## src/rtl/riscv_main_fsm_if.sv

```systemverilog
// Control bundle between the multicycle RV32I main controller and its datapath.
// The master side is the controller; the slave side is the datapath that consumes enables and selects.
interface riscv_main_fsm_if;
    logic [6:0] op;
    logic       branch_taken;
    logic       ir_write;
    logic       pc_write;
    logic       adr_src;
    logic       mem_write;
    logic       reg_write;
    logic [1:0] alu_src_a;
    logic [1:0] alu_src_b;
    logic [1:0] alu_op;
    logic [1:0] result_src;
    logic [2:0] imm_src;

    modport master (
        input  op, branch_taken,
        output ir_write, pc_write, adr_src, mem_write, reg_write,
               alu_src_a, alu_src_b, alu_op, result_src, imm_src
    );

    modport slave (
        output op, branch_taken,
        input  ir_write, pc_write, adr_src, mem_write, reg_write,
               alu_src_a, alu_src_b, alu_op, result_src, imm_src
    );
endinterface

```

## src/rtl/riscv_main_fsm.sv

```systemverilog
// Multicycle RV32I main controller: Moore FSM driving datapath enables/selects plus a retired-instruction counter.
// Optional macro ILLEGAL_TRAP_EN: illegal opcodes enter a sticky TRAP state (halted=1) instead of acting as a NOP.
module riscv_main_fsm #(
    parameter int CNT_WIDTH = 32
) (
    input  logic                 clk,
    input  logic                 reset,
    riscv_main_fsm_if.master     ctl,
    output logic [CNT_WIDTH-1:0] instret,
    output logic                 halted
);

    typedef enum logic [3:0] {
        S_FETCH, S_DECODE, S_MEMADR, S_MEMREAD, S_MEMWB, S_MEMWRITE,
        S_EXECR, S_EXECI, S_ALUWB, S_BRANCH, S_JAL, S_JALR, S_JALRWB,
        S_LUI, S_AUIPC
`ifdef ILLEGAL_TRAP_EN
        , S_TRAP
`endif
    } state_t;

    state_t state, state_nxt;

    logic       ir_write_c, pc_update_c, branch_c, adr_src_c, mem_write_c, reg_write_c;
    logic [1:0] alu_src_a_c, alu_src_b_c, alu_op_c, result_src_c;
    logic       retire;

    always_ff @(posedge clk or posedge reset) begin
        if (reset) state <= S_FETCH;
        else       state <= state_nxt;
    end

    always_comb begin
        state_nxt    = state;
        ir_write_c   = 1'b0;
        pc_update_c  = 1'b0;
        branch_c     = 1'b0;
        adr_src_c    = 1'b0;
        mem_write_c  = 1'b0;
        reg_write_c  = 1'b0;
        alu_src_a_c  = 2'b00;
        alu_src_b_c  = 2'b00;
        alu_op_c     = 2'b00;
        result_src_c = 2'b00;
        case (state)
            S_FETCH: begin
                ir_write_c   = 1'b1;
                pc_update_c  = 1'b1;
                alu_src_b_c  = 2'b10;
                result_src_c = 2'b10;
                state_nxt    = S_DECODE;
            end
            S_DECODE: begin
                // ALUOut captures OldPC + imm so BRANCH/JAL find their target ready.
                alu_src_a_c = 2'b01;
                alu_src_b_c = 2'b01;
                case (ctl.op)
                    7'b0000011, 7'b0100011: state_nxt = S_MEMADR;
                    7'b0110011:             state_nxt = S_EXECR;
                    7'b0010011:             state_nxt = S_EXECI;
                    7'b1100011:             state_nxt = S_BRANCH;
                    7'b1101111:             state_nxt = S_JAL;
                    7'b1100111:             state_nxt = S_JALR;
                    7'b0110111:             state_nxt = S_LUI;
                    7'b0010111:             state_nxt = S_AUIPC;
`ifdef ILLEGAL_TRAP_EN
                    default:                state_nxt = S_TRAP;
`else
                    default:                state_nxt = S_FETCH;
`endif
                endcase
            end
            S_MEMADR: begin
                alu_src_a_c = 2'b10;
                alu_src_b_c = 2'b01;
                state_nxt   = ctl.op[5] ? S_MEMWRITE : S_MEMREAD;
            end
            S_MEMREAD: begin
                adr_src_c = 1'b1;
                state_nxt = S_MEMWB;
            end
            S_MEMWB: begin
                result_src_c = 2'b01;
                reg_write_c  = 1'b1;
                state_nxt    = S_FETCH;
            end
            S_MEMWRITE: begin
                adr_src_c   = 1'b1;
                mem_write_c = 1'b1;
                state_nxt   = S_FETCH;
            end
            S_EXECR: begin
                alu_src_a_c = 2'b10;
                alu_op_c    = 2'b10;
                state_nxt   = S_ALUWB;
            end
            S_EXECI: begin
                alu_src_a_c = 2'b10;
                alu_src_b_c = 2'b01;
                alu_op_c    = 2'b10;
                state_nxt   = S_ALUWB;
            end
            S_ALUWB: begin
                reg_write_c = 1'b1;
                state_nxt   = S_FETCH;
            end
            S_BRANCH: begin
                alu_src_a_c = 2'b10;
                alu_op_c    = 2'b11;
                branch_c    = 1'b1;
                state_nxt   = S_FETCH;
            end
            S_JAL: begin
                alu_src_a_c = 2'b01;
                alu_src_b_c = 2'b10;
                pc_update_c = 1'b1;
                state_nxt   = S_ALUWB;
            end
            S_JALR: begin
                alu_src_a_c  = 2'b10;
                alu_src_b_c  = 2'b01;
                result_src_c = 2'b10;
                pc_update_c  = 1'b1;
                state_nxt    = S_JALRWB;
            end
            S_JALRWB: begin
                // Link value OldPC + 4 is computed directly, since ALUOut holds the jump target.
                alu_src_a_c  = 2'b01;
                alu_src_b_c  = 2'b10;
                result_src_c = 2'b10;
                reg_write_c  = 1'b1;
                state_nxt    = S_FETCH;
            end
            S_LUI: begin
                alu_src_a_c = 2'b11;
                alu_src_b_c = 2'b01;
                state_nxt   = S_ALUWB;
            end
            S_AUIPC: begin
                alu_src_a_c = 2'b01;
                alu_src_b_c = 2'b01;
                state_nxt   = S_ALUWB;
            end
            default: state_nxt = state;
        endcase
    end

    // Writes are suppressed combinationally while reset is held, so a mid-instruction reset leaves no partial update.
    assign ctl.ir_write   = ir_write_c  & ~reset;
    assign ctl.pc_write   = (pc_update_c | (branch_c & ctl.branch_taken)) & ~reset;
    assign ctl.mem_write  = mem_write_c & ~reset;
    assign ctl.reg_write  = reg_write_c & ~reset;
    assign ctl.adr_src    = adr_src_c;
    assign ctl.alu_src_a  = alu_src_a_c;
    assign ctl.alu_src_b  = alu_src_b_c;
    assign ctl.alu_op     = alu_op_c;
    assign ctl.result_src = result_src_c;

    always_comb begin
        case (ctl.op)
            7'b0100011:             ctl.imm_src = 3'b001;
            7'b1100011:             ctl.imm_src = 3'b010;
            7'b1101111:             ctl.imm_src = 3'b011;
            7'b0110111, 7'b0010111: ctl.imm_src = 3'b100;
            default:                ctl.imm_src = 3'b000;
        endcase
    end

    assign retire = (state == S_MEMWB) || (state == S_MEMWRITE) || (state == S_ALUWB) ||
                    (state == S_BRANCH) || (state == S_JALRWB);

    always_ff @(posedge clk or posedge reset) begin
        if (reset)       instret <= '0;
        else if (retire) instret <= instret + CNT_WIDTH'(1);
    end

`ifdef ILLEGAL_TRAP_EN
    assign halted = (state == S_TRAP);
`else
    assign halted = 1'b0;
`endif

endmodule

```

## src/flat_wrapper.sv

```systemverilog
// flat-port wrapper written by rule: the top's interface ports become plain ports
module riscv_main_fsm_flat 
#(
    parameter int CNT_WIDTH = 32
)
  (clk, reset, instret, halted, ctl_op, ctl_branch_taken, ctl_ir_write, ctl_pc_write, ctl_adr_src, ctl_mem_write, ctl_reg_write, ctl_alu_src_a, ctl_alu_src_b, ctl_alu_op, ctl_result_src, ctl_imm_src);
  riscv_main_fsm_if ctl_i ();
  input  logic clk;
  input  logic reset;
  output logic [CNT_WIDTH-1:0] instret;
  output logic halted;
  input wire logic [$bits(ctl_i.op)-1:0] ctl_op;
  input wire logic [$bits(ctl_i.branch_taken)-1:0] ctl_branch_taken;
  output wire logic [$bits(ctl_i.ir_write)-1:0] ctl_ir_write;
  output wire logic [$bits(ctl_i.pc_write)-1:0] ctl_pc_write;
  output wire logic [$bits(ctl_i.adr_src)-1:0] ctl_adr_src;
  output wire logic [$bits(ctl_i.mem_write)-1:0] ctl_mem_write;
  output wire logic [$bits(ctl_i.reg_write)-1:0] ctl_reg_write;
  output wire logic [$bits(ctl_i.alu_src_a)-1:0] ctl_alu_src_a;
  output wire logic [$bits(ctl_i.alu_src_b)-1:0] ctl_alu_src_b;
  output wire logic [$bits(ctl_i.alu_op)-1:0] ctl_alu_op;
  output wire logic [$bits(ctl_i.result_src)-1:0] ctl_result_src;
  output wire logic [$bits(ctl_i.imm_src)-1:0] ctl_imm_src;
  assign ctl_i.op = ctl_op;
  assign ctl_i.branch_taken = ctl_branch_taken;
  assign ctl_ir_write = ctl_i.ir_write;
  assign ctl_pc_write = ctl_i.pc_write;
  assign ctl_adr_src = ctl_i.adr_src;
  assign ctl_mem_write = ctl_i.mem_write;
  assign ctl_reg_write = ctl_i.reg_write;
  assign ctl_alu_src_a = ctl_i.alu_src_a;
  assign ctl_alu_src_b = ctl_i.alu_src_b;
  assign ctl_alu_op = ctl_i.alu_op;
  assign ctl_result_src = ctl_i.result_src;
  assign ctl_imm_src = ctl_i.imm_src;
  riscv_main_fsm #(.CNT_WIDTH(CNT_WIDTH)) u_core (.clk(clk), .reset(reset), .ctl(ctl_i), .instret(instret), .halted(halted));
endmodule
```

## config.mk

```make
export PLATFORM = sky130hd
export DESIGN_NAME = riscv_main_fsm_flat
export DESIGN_NICKNAME = d
export VERILOG_FILES = /design/src/rtl/riscv_main_fsm_if.sv /design/src/rtl/riscv_main_fsm.sv /design/src/flat_wrapper.sv
export SDC_FILE = /design/constraint.sdc
export NUM_CORES = 1
export LEC_CHECK = 0
export ABC_AREA = 1
export CORE_MARGIN = 8
export CORE_UTILIZATION = 46
export CTS_CLUSTER_DIAMETER = 150
export DETAILED_ROUTE_END_ITERATION = 8
export GPL_TIMING_DRIVEN = 0
export PLACE_DENSITY = 0.75
export SYNTH_ARGS = -nofsm -noshare
export SYNTH_HDL_FRONTEND = slang
export SYNTH_SLANG_ARGS = --single-unit
```

## constraint.sdc

```tcl
create_clock -name clk -period 1.44 [get_ports clk]
set_input_delay 0.432 -clock clk [delete_from_list [all_inputs] [get_ports clk]]
set_output_delay 0.432 -clock clk [all_outputs]
set_load 0.01 [all_outputs]
```

# Word level (Yosys, flattened, before mapping)
# Index checks and enable logic that the tools add are counted.
# W data, S select, Z words.
[totals]
register_bits = 36
input_bits = 10
out_inout_bits = 49
word_cells = 66
[op_classes]
addsub = 1
n_eq_ne = 23
n_mux = 14
n_bitwise = 7
n_reduce_logical = 19
[op_table]
columns = ["cell", "n"]
rows = [
  ["$add A32 B1 Y32 const B", 1],
  ["$pmux W4 S8", 1],
  ["$eq A4 B4 Y1 const B", 7],
  ["$pmux W4 S7", 1],
  ["$eq A7 B6 Y1 const B", 3],
  ["$eq A7 B7 Y1 const B", 3],
  ["$eq A4 B3 Y1 const B", 4],
  ["$reduce_or A5 Y1", 3],
  ["$eq A7 B5 Y1 const B", 2],
  ["$pmux W2 S2", 3],
  ["$pmux W3 S4", 1],
  ["$reduce_or A3 Y1", 4],
  ["$eq A4 B2 Y1 const B", 2],
  ["$reduce_or A2 Y1", 4],
  ["$eq A7 B2 Y1 const B", 1],
  ["$reduce_bool A7 Y1", 1],
  ["$mux W1", 6],
  ["$pmux W2 S3", 1],
  ["$reduce_or A6 Y1", 1],
  ["$and A1 B1 Y1", 5],
  ["$eq A4 B1 Y1 const B", 1],
  ["$logic_not A4 Y1", 1],
  ["$logic_or A1 B1 Y1", 4],
  ["$reduce_or A4 Y1", 1],
  ["other kinds (3)", 3],
]

# Longest topological paths before layout
# Gate-level depths: netlist of the first run.
[depth]
depth_word = 5
depth_mapped = 10
mapped_depth_nobuf = 10

# Least setup slack after synthesis of the first run
# OpenSTA, ideal clock, no wires.
[synth_path]
path_type = "register to output"
from = "reg u_core.state[3]"
to = "out ctl_pc_write"
arrival_ps = 1192
required_time_ps = 1008
setup_slack_ps = -184
stages_incl_launch_ff = 7
path_buffers = 0
path_cell_list = "dfrtp_1 -> inv_2 -> nor2_1 -> inv_1 -> nor2_2 -> nand2_1 -> a31oi_1"
[synth_between]
elab_chain_cells = 5
[synth_lines]
columns = ["item", "line", "source"]
rows = [
  ["start, declared", "riscv_main_fsm.sv:22", "state_t state, state_nxt;"],
  ["start signal, assigned", "riscv_main_fsm.sv:30", "else state <= state_nxt;"],
  ["$eq A4 B4 Y1 / $logic_not A4 Y1 (equally long branches)", "riscv_main_fsm.sv:45", "case (state)"],
  ["$reduce_or A3 Y1 (no line) / $mux W1 (equally long branches)", "n/a", ""],
  ["$mux W1 / $and A1 B1 Y1 (equally long branches)", "riscv_main_fsm.sv:45, riscv_main_fsm.sv:150", ""],
  ["$or A1 B1 Y1 (*)", "riscv_main_fsm.sv:150", "assign ctl.pc_write = (pc_update_c | (branch_c & ctl.branch_taken)) & ~reset;"],
  ["$and A1 B1 Y1 (*)", "riscv_main_fsm.sv:150", ""],
  ["end, declared", "flat_wrapper.sv:15", "output wire logic [$bits(ctl_i.pc_write)-1:0] ctl_pc_write;"],
]
# Every way passes the cells marked *; elsewhere a longest branch is shown, timed or not.

# Final worst setup path of the first run
[layout_path]
from = "reg u_core.state[0]"
to = "out ctl_alu_src_b[0]"
[layout_between]
elab_chain_cells = 3
[layout_lines]
columns = ["item", "line", "source"]
rows = [
  ["$eq A4 B2 Y1, or another cell as far along", "riscv_main_fsm.sv:45", ""],
  ["$reduce_or A6 Y1 (no line) / $reduce_or A3 Y1 (equally long branches)", "n/a", ""],
  ["$pmux W2 S2 (*)", "riscv_main_fsm.sv:45", ""],
  ["end, declared", "flat_wrapper.sv:20", "output wire logic [$bits(ctl_i.alu_src_b)-1:0] ctl_alu_src_b;"],
]
# Marked as above.

==> summary.txt, run 1 <==
Outcome
  – Status: finished, violations left
  – Failing checks: negative setup slack

Yosys
  – Largest family of logic cells by synthesized area: simple AND/OR/NAND/NOR gates
  – Distinct cell type count after synthesis: 32
  – Synthesized net count: 390
  – Synth Area in Adders: 0.00487
  – Syn_area_per_cell: 6.77 um2
  – Synthesized area: 0.00257 mm2
  – Post-Synthesis Cells: 379
  – Post-Synth Simple-Gate Area: 0.485
  – Sequential share of the synthesized area: 0.351
  – Synth Area in XOR/XNOR: 0.0478
  – Number of synthesized register bits: 36
  – Ys Warns: 0
  – Multiplexer area fraction after synthesis: 0
  – Synth Area in Compound Gates: 0.0273

Timing
  – Max Clock Skew: 0.00923 ns
  – RSZ-0062 raised after global routing: yes
  – Tmin final: 1.93 ns
  – Tightest Pin Transition: 0.923 ns
  – Final setup fails: 29
  – Period utilization: 1.34
  – Fmax: 519 MHz
  – Fin worst setup slack: -0.489 ns
  – Hold Vio Cnt, Final: 0
  – Slew margin rel.: 0.384
  – Final Max Slew Viols: 0

Placed design
  – Post-Place Cells: 509
  – Routability Congestion: 0.909
  – Post-DP HPWL: 5250 um
  – IO Port Bufs: 57
  – Post-Place Worst Slack: -1.06 ns

Global route
  – Antenna violations before repair: 0
  – First-pass GRT wire length: 13400 um
  – Largest net degree at the start of global routing: 22
  – Gr usage total: 0.194
  – GRT Residual Overflow: 0
  – Vias in the first global route: 2954

Worst hold path
  – HP Class: in2reg

Clock network
  – Worst-Skew Late Latency: 0.30 ns
  – CTS buffer count: 5
  – Reg clk slew, reported paths: 0.06 ns
  – CTS tree: built
  – Clk root buf: clkbuf_8
  – Worst-case clock buffer depth: 2
  – Max H-tree Level: 2
  – Clk sink count: 36

Detailed routing
  – Initial drt markers: 283
  – Drt via density: 5.26
  – Routed WL: 8600 um
  – Drt wl/cell: 14.7 um
  – Vias: 3069
  – Routed Antenna Nets: 0
  – Residual DRC: 0
  – DR pass1 iterations: 5

Floorplanning
  – Die X: 90.7 um
  – Die area: 0.00823 mm2
  – Row count: 27
  – Die H: 90.7 um
  – I/O pin total: 59
  – Initial Util: 0.472
  – Core area: 0.00544 mm2

Critical path
  – Crit path max fanout: 4
  – Required @ worst endpoint: 1.01 ns
  – CP Capture Type: output port
  – Worst Path Arrival: 1.50 ns
  – Startpoint Class: register
  – WS Path Type: reg2out

Power and ir drop
  – Worst VDD drop: 0.329 mV
  – Leakage: 2.23 nW
  – PwrDens: 460 mW/mm2

Cells and area
  – Fin cells: 583
  – Most frequent cells in the layout: 129 x nand2_1, 60 x buf_4, 35 x inv_1, 28 x dfrtp_1, 25 x nor2_4
  – Share of cells above drive strength 1: 0.415
  – Area grow syn2layout: 63.8%
  – Final net count: 522
  – Commonest non-fill, non-tap cell in the layout: nand2_1
  – Diode count: 0

Flow run
  – Number of max-cap violations: 0
[cell type report]
cell class	instances	area [um2]
Timing Repair Buffer	125	1070
Tap cell	72	90.1
Clock buffer	7	96.3
Buffer	4	50.0
Sequential cell	36	911
Multi-Input combinational cell	291	1800
Fill cell	378	1230
Inverter	48	195
[metrics by stage]
stage | total power, W | TNS (ns) | hold WS [ns] | utilization | instance area, um2
final | 0.00193 | -6.44 | 0.418 | 0.773 | 4210
after floorplan | 0.00106 | -0.0828 | 0.539 | - | 2600
after global placement | 0.00110 | -39.33 | 0.503 | 0.599 | 3260
after global routing | 0.00200 | -9.12 | 0.424 | 0.773 | 4210
after CTS | 0.00193 | -4.90 | 0.388 | 0.710 | 3860
after detailed placement | 0.00111 | -22.92 | 0.511 | 0.604 | 3290
[worst max-delay path, cell delays in order, from the launching register on]
cell and delay (ns):
dfrtp_2 0.45, inv_2 0.10, nor2_4 0.06, inv_4 0.08, nor2_4 0.04, a31o_2 0.22, inv_2 0.07, nand3_2 0.06
buf_6 0.12
[repair_timing]
item,4_1_cts,5_1_grt
hold buffers,0,0
endpoints found under the setup margin,70,54
pin swaps,22,27
resized for setup,208,76
buffers inserted,50,19
[cell families after synthesis]
| group | after synthesis |
|---|---|
| AO/OA/AOI/OAI | 11 |
| adder cells (fa/ha/maj) | 1 |
| other | 1 |
| flip-flops | 36 |
| AND/OR/NAND/NOR | 264 |
| XOR/XNOR | 14 |
| buffers and inverters | 52 |
[synth_stat cells (all sizes together)]
library cell | number | area, um2
inv | 48 | 180
nand4 | 18 | 119
nand3 | 18 | 108
nor2 | 59 | 323
a31o | 1 | 8.76
dfrtp | 36 | 901
nand3b | 6 | 45.0
conb | 1 | 3.75
o21ai | 5 | 28.8
a21oi | 2 | 10.0
ha | 1 | 12.5
o211ai | 1 | 7.51
nand2 | 155 | 599
xnor2 | 6 | 52.6
a31oi | 1 | 6.26
o2111ai | 1 | 8.76
nor3 | 8 | 51.3
buf | 4 | 32.5
xor2 | 8 | 70.1
[sequential cells by signal (all words and copies together) (netlist names)]
signal,cells
u_core.state,4
u_core.instret,32
[worst paths after layout]
path	endpoint	slack, ns	cells past startpoint	from
setup / recovery	ctl_alu_src_b[0]	-0.49	8	u_core.state[0]
hold / removal	u_core.state[2]	0.42	3	ctl_op[5]
setup reg to reg	u_core.instret[25]	-0.19	9	u_core.state[2]
hold reg to reg	u_core.instret[9]	0.52	1	u_core.instret[9]
max in group asynchronous	u_core.instret[26]	0.26	2	reset
min in group asynchronous	u_core.instret[31]	0.56	2	reset
[power by group]
| part | internal (W) | switching (W) | total [W] |
|---|---|---|---|
| sequential | 0.00101 | 0 | 0.00101 |
| combinational | 0.0000617 | 0.0000693 | 0.000131 |
| clock | 0.000426 | 0.000367 | 0.000793 |
[metal layers]
metal	wire length [um]	vias to the layer above	track usage
met1	3350	1437	0.219
met3	589	33	0.0507
li1	-	1453	-
met4	295	0	0.0860
met2	4370	146	0.334
met5	0	-	0
(Power assumes the default switching activity.)
==> run 2: changes to the inputs <==
- CORE_UTILIZATION: 46 -> 35
- PLACE_DENSITY: 0.75 -> 0.6
==> summary.txt, run 2 (synthesized netlist as in run 1, its figures left out) <==
Detailed routing
  – Initial drt markers: 145
  – Residual DRC: 0
  – Routed WL: 8520 um
  – Drt via density: 4.75
  – Vias: 2910
  – Routed Antenna Nets: 0
  – DR pass1 iterations: 4
  – Drt wl/cell: 13.9 um

Clock network
  – CTS Hold Bufs: 0
  – Max H-tree Level: 2
  – Reg clk slew, reported paths: 0.07 ns
  – CTS buffer count: 5
  – Worst-case clock buffer depth: 2
  – Worst-Skew Late Latency: 0.28 ns
  – Clk root buf: clkbuf_8
  – CTS tree: built
  – Clk sink count: 36

Worst hold path
  – HP Start: ctl_op[5]
  – Hold Crit Depth: 3
  – HP Class: in2reg
  – Endpoint, Worst Hold: u_core.state[2]

Timing
  – Hold Vio Cnt, Final: 0
  – Fmax: 514 MHz
  – Final Max Slew Viols: 0
  – Max Clock Skew: 0.00381 ns
  – Final setup fails: 43
  – Slew margin rel.: 0.478
  – Hold Slack: 0.437 ns
  – Tmin final: 1.95 ns
  – Fin worst setup slack: -0.505 ns
  – Setup TNS: -7.86 ns
  – RSZ-0062 raised after global routing: yes
  – Tightest Pin Transition: 0.781 ns
  – Period utilization: 1.35

Floorplanning
  – Core area: 0.00718 mm2
  – Initial Util: 0.358
  – Die area: 0.0103 mm2
  – Die H: 102 um
  – I/O pin total: 59
  – Die X: 102 um
  – Row count: 31

Placed design
  – Post-DP HPWL: 5250 um
  – Routability Congestion: 0.921
  – Post-Place Cells: 535
  – IO Port Bufs: 57
  – Area after DPL: 0.00329 mm2

Critical path
  – Worst Path Arrival: 1.51 ns
  – WS Path Type: reg2out
  – CP Capture Type: output port
  – Startpoint Class: register
  – Reg-to-reg critical path startpoint: u_core.state[3]
  – Required @ worst endpoint: 1.01 ns
  – R2R depth: 9
  – Worst R2R Setup Slack: -0.15 ns
  – Reg2reg end: u_core.instret[18]
  – Crit path max fanout: 4

Global route
  – Largest net degree at the start of global routing: 37
  – GRT Residual Overflow: 0
  – Antenna violations before repair: 0
  – Vias in the first global route: 2890
  – Gr usage total: 0.157
  – First-pass GRT wire length: 13100 um

Cells and area
  – Top Registers: u_core.instret x32, u_core.state x4
  – Fin cells: 612
  – Commonest non-fill, non-tap cell in the layout: nand2_1
  – Reg with most FFs: u_core.instret
  – Fin area: 0.00430 mm2
  – FF/Latch Area: 916 um2
  – Area grow syn2layout: 67.3%
  – Multi-input logic area: 0.00181 mm2
  – Final net count: 523
  – Diode count: 0
  – Filler instances: 603
  – Share of cells above drive strength 1: 0.429
  – Max reg flops: 32
  – Most frequent cells in the layout: 133 x nand2_1, 56 x buf_4, 32 x inv_1, 26 x nor2_4, 24 x dfrtp_1

Flow run
  – Number of max-cap violations: 0

Power and ir drop
  – Power, Total: 0.00187 W
  – Leakage: 2.18 nW
  – Worst VDD drop: 0.301 mV
  – PwrDens: 436 mW/mm2

Outcome
  – Failing checks: negative setup slack
  – Status: finished, violations left
run 2: cell count changes in the layout (fill, tap and decap cells not counted), sizes merged:
cell,delta
dlygate4sd2,-1
clkdlybuf4s15,-2
buf,+3
clkbuf,+2
run 2: power by group:
group          switching, W  internal, W  total, W
Clock              0.000359     0.000391  0.000750
Sequential                0      0.00101   0.00101
Combinational     0.0000639    0.0000506  0.000114
run 2: what timing repair did:
| item | 4_1_cts | 5_1_grt |
|---|---|---|
| pin swaps | 23 | 29 |
| gates resized for setup | 208 | 93 |
| gates cloned | 1 | 1 |
| endpoints found under the setup margin | 62 | 59 |
| buffers inserted | 52 | 17 |
run 2: worst max path at each step:
stage / from / endpoint / slack (ns)
finish: u_core.state[0] / ctl_alu_src_a[0] / -0.51
global route: u_core.state[0] / ctl_alu_src_b[0] / -0.55
CTS: u_core.state[0] / ctl_alu_src_b[0] / -0.47
detailed placement: ctl_op[5] / ctl_imm_src[1] / -1.05
global placement: ctl_op[5] / ctl_imm_src[1] / -1.08
floorplan: u_core.state[1] / ctl_alu_src_a[0] / -0.03
run 2: worst max-delay path, cell delays in order (launching register included):
cell,delay [ns]
dfrtp_2,0.45
inv_2,0.10
nor2_4,0.05
inv_2,0.10
nor2_4,0.04
a31o_2,0.21
inv_2,0.06
nand3_1,0.07
buf_2,0.15
run 2: metal layers:
metal / track usage / vias to the layer above / share of wire
li1: - / 1455 / -
met1: 0.185 / 1363 / 0.44
met2: 0.272 / 81 / 0.50
met3: 0.0364 / 11 / 0.052
met4: 0.0527 / 0 / 0.015
met5: 0 / - / 0
run 2: area by class of cell:
class,instances,area share
buffer,4,0.0116
multi-input combinational,291,0.422
tap,99,0.0288
sequential,36,0.213
timing repair buffer,126,0.255
inverter,48,0.0478
clock buffer,8,0.0210
run 2: through the flow:
| step | util | setup WS (ns) |
|---|---|---|
| final | 0.599 | -0.505 |
| after global routing | 0.599 | -0.552 |
| after detailed placement | 0.459 | -1.05 |
| after global placement | 0.459 | -1.08 |
| after CTS | 0.551 | -0.466 |
| after floorplan | - | -0.0292 |
==> run 3: changes to the inputs <==
- CTS_CLUSTER_DIAMETER: 150 -> 100
- RECOVER_POWER: not set -> 25
- TNS_END_PERCENT: not set -> 10
==> summary.txt, run 3 (synthesized netlist as in run 1, its figures left out) <==
Outcome
  – Status: finished, violations left
  – Failing checks: negative setup slack

Timing
  – Tmin final: 1.95 ns
  – RSZ-0062 raised after global routing: yes
  – Fin worst setup slack: -0.508 ns
  – Slew margin rel.: 0.474
  – Hold Slack: 0.438 ns
  – Period utilization: 1.35
  – Final Max Slew Viols: 0
  – Tightest Pin Transition: 0.788 ns
  – Hold Vio Cnt, Final: 0
  – Max Clock Skew: 0.00499 ns
  – Final setup fails: 30
  – Fmax: 513 MHz

Placed design
  – Post-DP HPWL: 5250 um
  – Routability Congestion: 0.921
  – IO Port Bufs: 57
  – Post-Place Cells: 535

Critical path
  – Reg-to-reg critical path startpoint: u_core.state[3]
  – Worst Path Arrival: 1.52 ns
  – Required @ worst endpoint: 1.01 ns
  – WS Path Type: reg2out
  – Crit path max fanout: 5
  – R2R depth: 9
  – CP Capture Type: output port
  – Startpoint Class: register
  – Worst R2R Setup Slack: -0.05 ns
  – Reg2reg end: u_core.instret[14]

Cells and area
  – Filler instances: 673
  – Diode count: 0
  – Top Registers: u_core.instret x32, u_core.state x4
  – Fin cells: 568
  – Commonest non-fill, non-tap cell in the layout: nand2_1
  – Share of cells above drive strength 1: 0.365
  – Reg with most FFs: u_core.instret
  – Most frequent cells in the layout: 140 x nand2_1, 34 x inv_1, 26 x nor2_1, 22 x nor2_4, 21 x buf_4
  – Max reg flops: 32
  – Final net count: 479
  – Area grow syn2layout: 46.1%

Detailed routing
  – Vias: 2731
  – Routed Antenna Nets: 0
  – Initial drt markers: 147
  – Routed WL: 7830 um
  – Drt wl/cell: 13.8 um
  – DR pass1 iterations: 5
  – Residual DRC: 0
  – Drt via density: 4.81

Clock network
  – Max H-tree Level: 2
  – Worst-Skew Late Latency: 0.29 ns
  – Clk root buf: clkbuf_8
  – CTS tree: built
  – CTS Hold Bufs: 0
  – Worst-case clock buffer depth: 2
  – Clk sink count: 36
  – CTS buffer count: 5
  – Reg clk slew, reported paths: 0.07 ns

Global route
  – First-pass GRT wire length: 12600 um
  – Antenna violations before repair: 0
  – Vias in the first global route: 2696
  – Largest net degree at the start of global routing: 37
  – GRT Residual Overflow: 0
  – Gr usage total: 0.150

Floorplanning
  – Core area: 0.00718 mm2
  – I/O pin total: 59
  – Die H: 102 um
  – Row count: 31
  – Initial Util: 0.358
  – Die area: 0.0103 mm2
  – Die X: 102 um

Worst hold path
  – HP Start: ctl_op[5]
  – HP Class: in2reg
  – Hold Crit Depth: 3
  – Endpoint, Worst Hold: u_core.state[2]

Power and ir drop
  – Worst VDD drop: 0.283 mV
  – PwrDens: 498 mW/mm2
  – Leakage: 1.84 nW

Flow run
  – Number of max-cap violations: 0
run 3: changes by cell type in the layout (fill, tap and decap cells not counted), sizes merged:
| cell | delta |
|---|---|
| buf | -45 |
| dlygate4sd2 | -15 |
| clkbuf | +10 |
| clkdlybuf4s15 | +6 |
run 3: per-layer routing:
metal,wire [um],share of wire,up-vias,GRT usage
met2,3810,0.49,84,0.263
met1,3440,0.44,1271,0.182
met3,455,0.058,12,0.0357
met4,121,0.015,0,0.0321
met5,0,0,-,0
li1,-,-,1364,-
run 3: power breakdown:
group | switching [W] | total, W | internal (W)
registers | 0 | 0.00101 | 0.00101
clock network | 0.000360 | 0.000751 | 0.000391
logic | 0.0000634 | 0.000108 | 0.0000449
run 3: what timing repair did:
item | in CTS | in global routing
resized for setup | 226 | 61
pin swaps | 17 | 11
setup buffers | 16 | 9
setup endpoints to repair | 62 | 71
endpoints found under the hold margin | 0 | 0
run 3: area by class of cell:
cell class / instances / area [um2] / area share
Inverter: 48 / 190 / 0.0507
Multi-Input combinational cell: 291 / 1720 / 0.458
Timing Repair Buffer: 82 / 662 / 0.176
Tap cell: 99 / 124 / 0.0330
Buffer: 4 / 43.8 / 0.0117
Clock buffer: 8 / 90.1 / 0.0240
Sequential cell: 36 / 923 / 0.246
run 3: worst max path at each step:
stage | cells after the start | from | to
2_1_floorplan | 5 | u_core.state[1] | ctl_alu_src_a[0]
3_3_place_gp | 6 | ctl_op[5] | ctl_imm_src[1]
3_5_place_dp | 6 | ctl_op[5] | ctl_imm_src[1]
4_1_cts | 7 | u_core.state[0] | ctl_alu_src_a[1]
5_1_grt | 6 | u_core.state[2] | ctl_ir_write
6_report | 6 | u_core.state[1] | ctl_alu_src_a[0]
run 3: critical path, stage by stage (launching register included):
cell and delay [ns]:
dfrtp_2 0.50, nor2_4 0.17, inv_2 0.07, a31o_4 0.24, inv_4 0.06, nand3_2 0.07
buf_6 0.13
run 3: metrics by stage:
| stage | power [W] | setup TNS, ns | worst slack (ns) | util | area [um2] |
|---|---|---|---|---|---|
| 6_report | 0.00187 | -6.21 | -0.508 | 0.523 | 3750 |
| 5_1_grt | 0.00193 | -9.48 | -0.563 | 0.523 | 3750 |
| 4_1_cts | 0.00188 | -5.69 | -0.467 | 0.510 | 3660 |
| 3_5_place_dp | 0.00110 | -19.13 | -1.05 | 0.459 | 3290 |
| 3_3_place_gp | 0.00110 | -41.82 | -1.08 | 0.459 | 3290 |
| 2_1_floorplan | 0.00106 | -0.0828 | -0.0292 | - | 2600 |
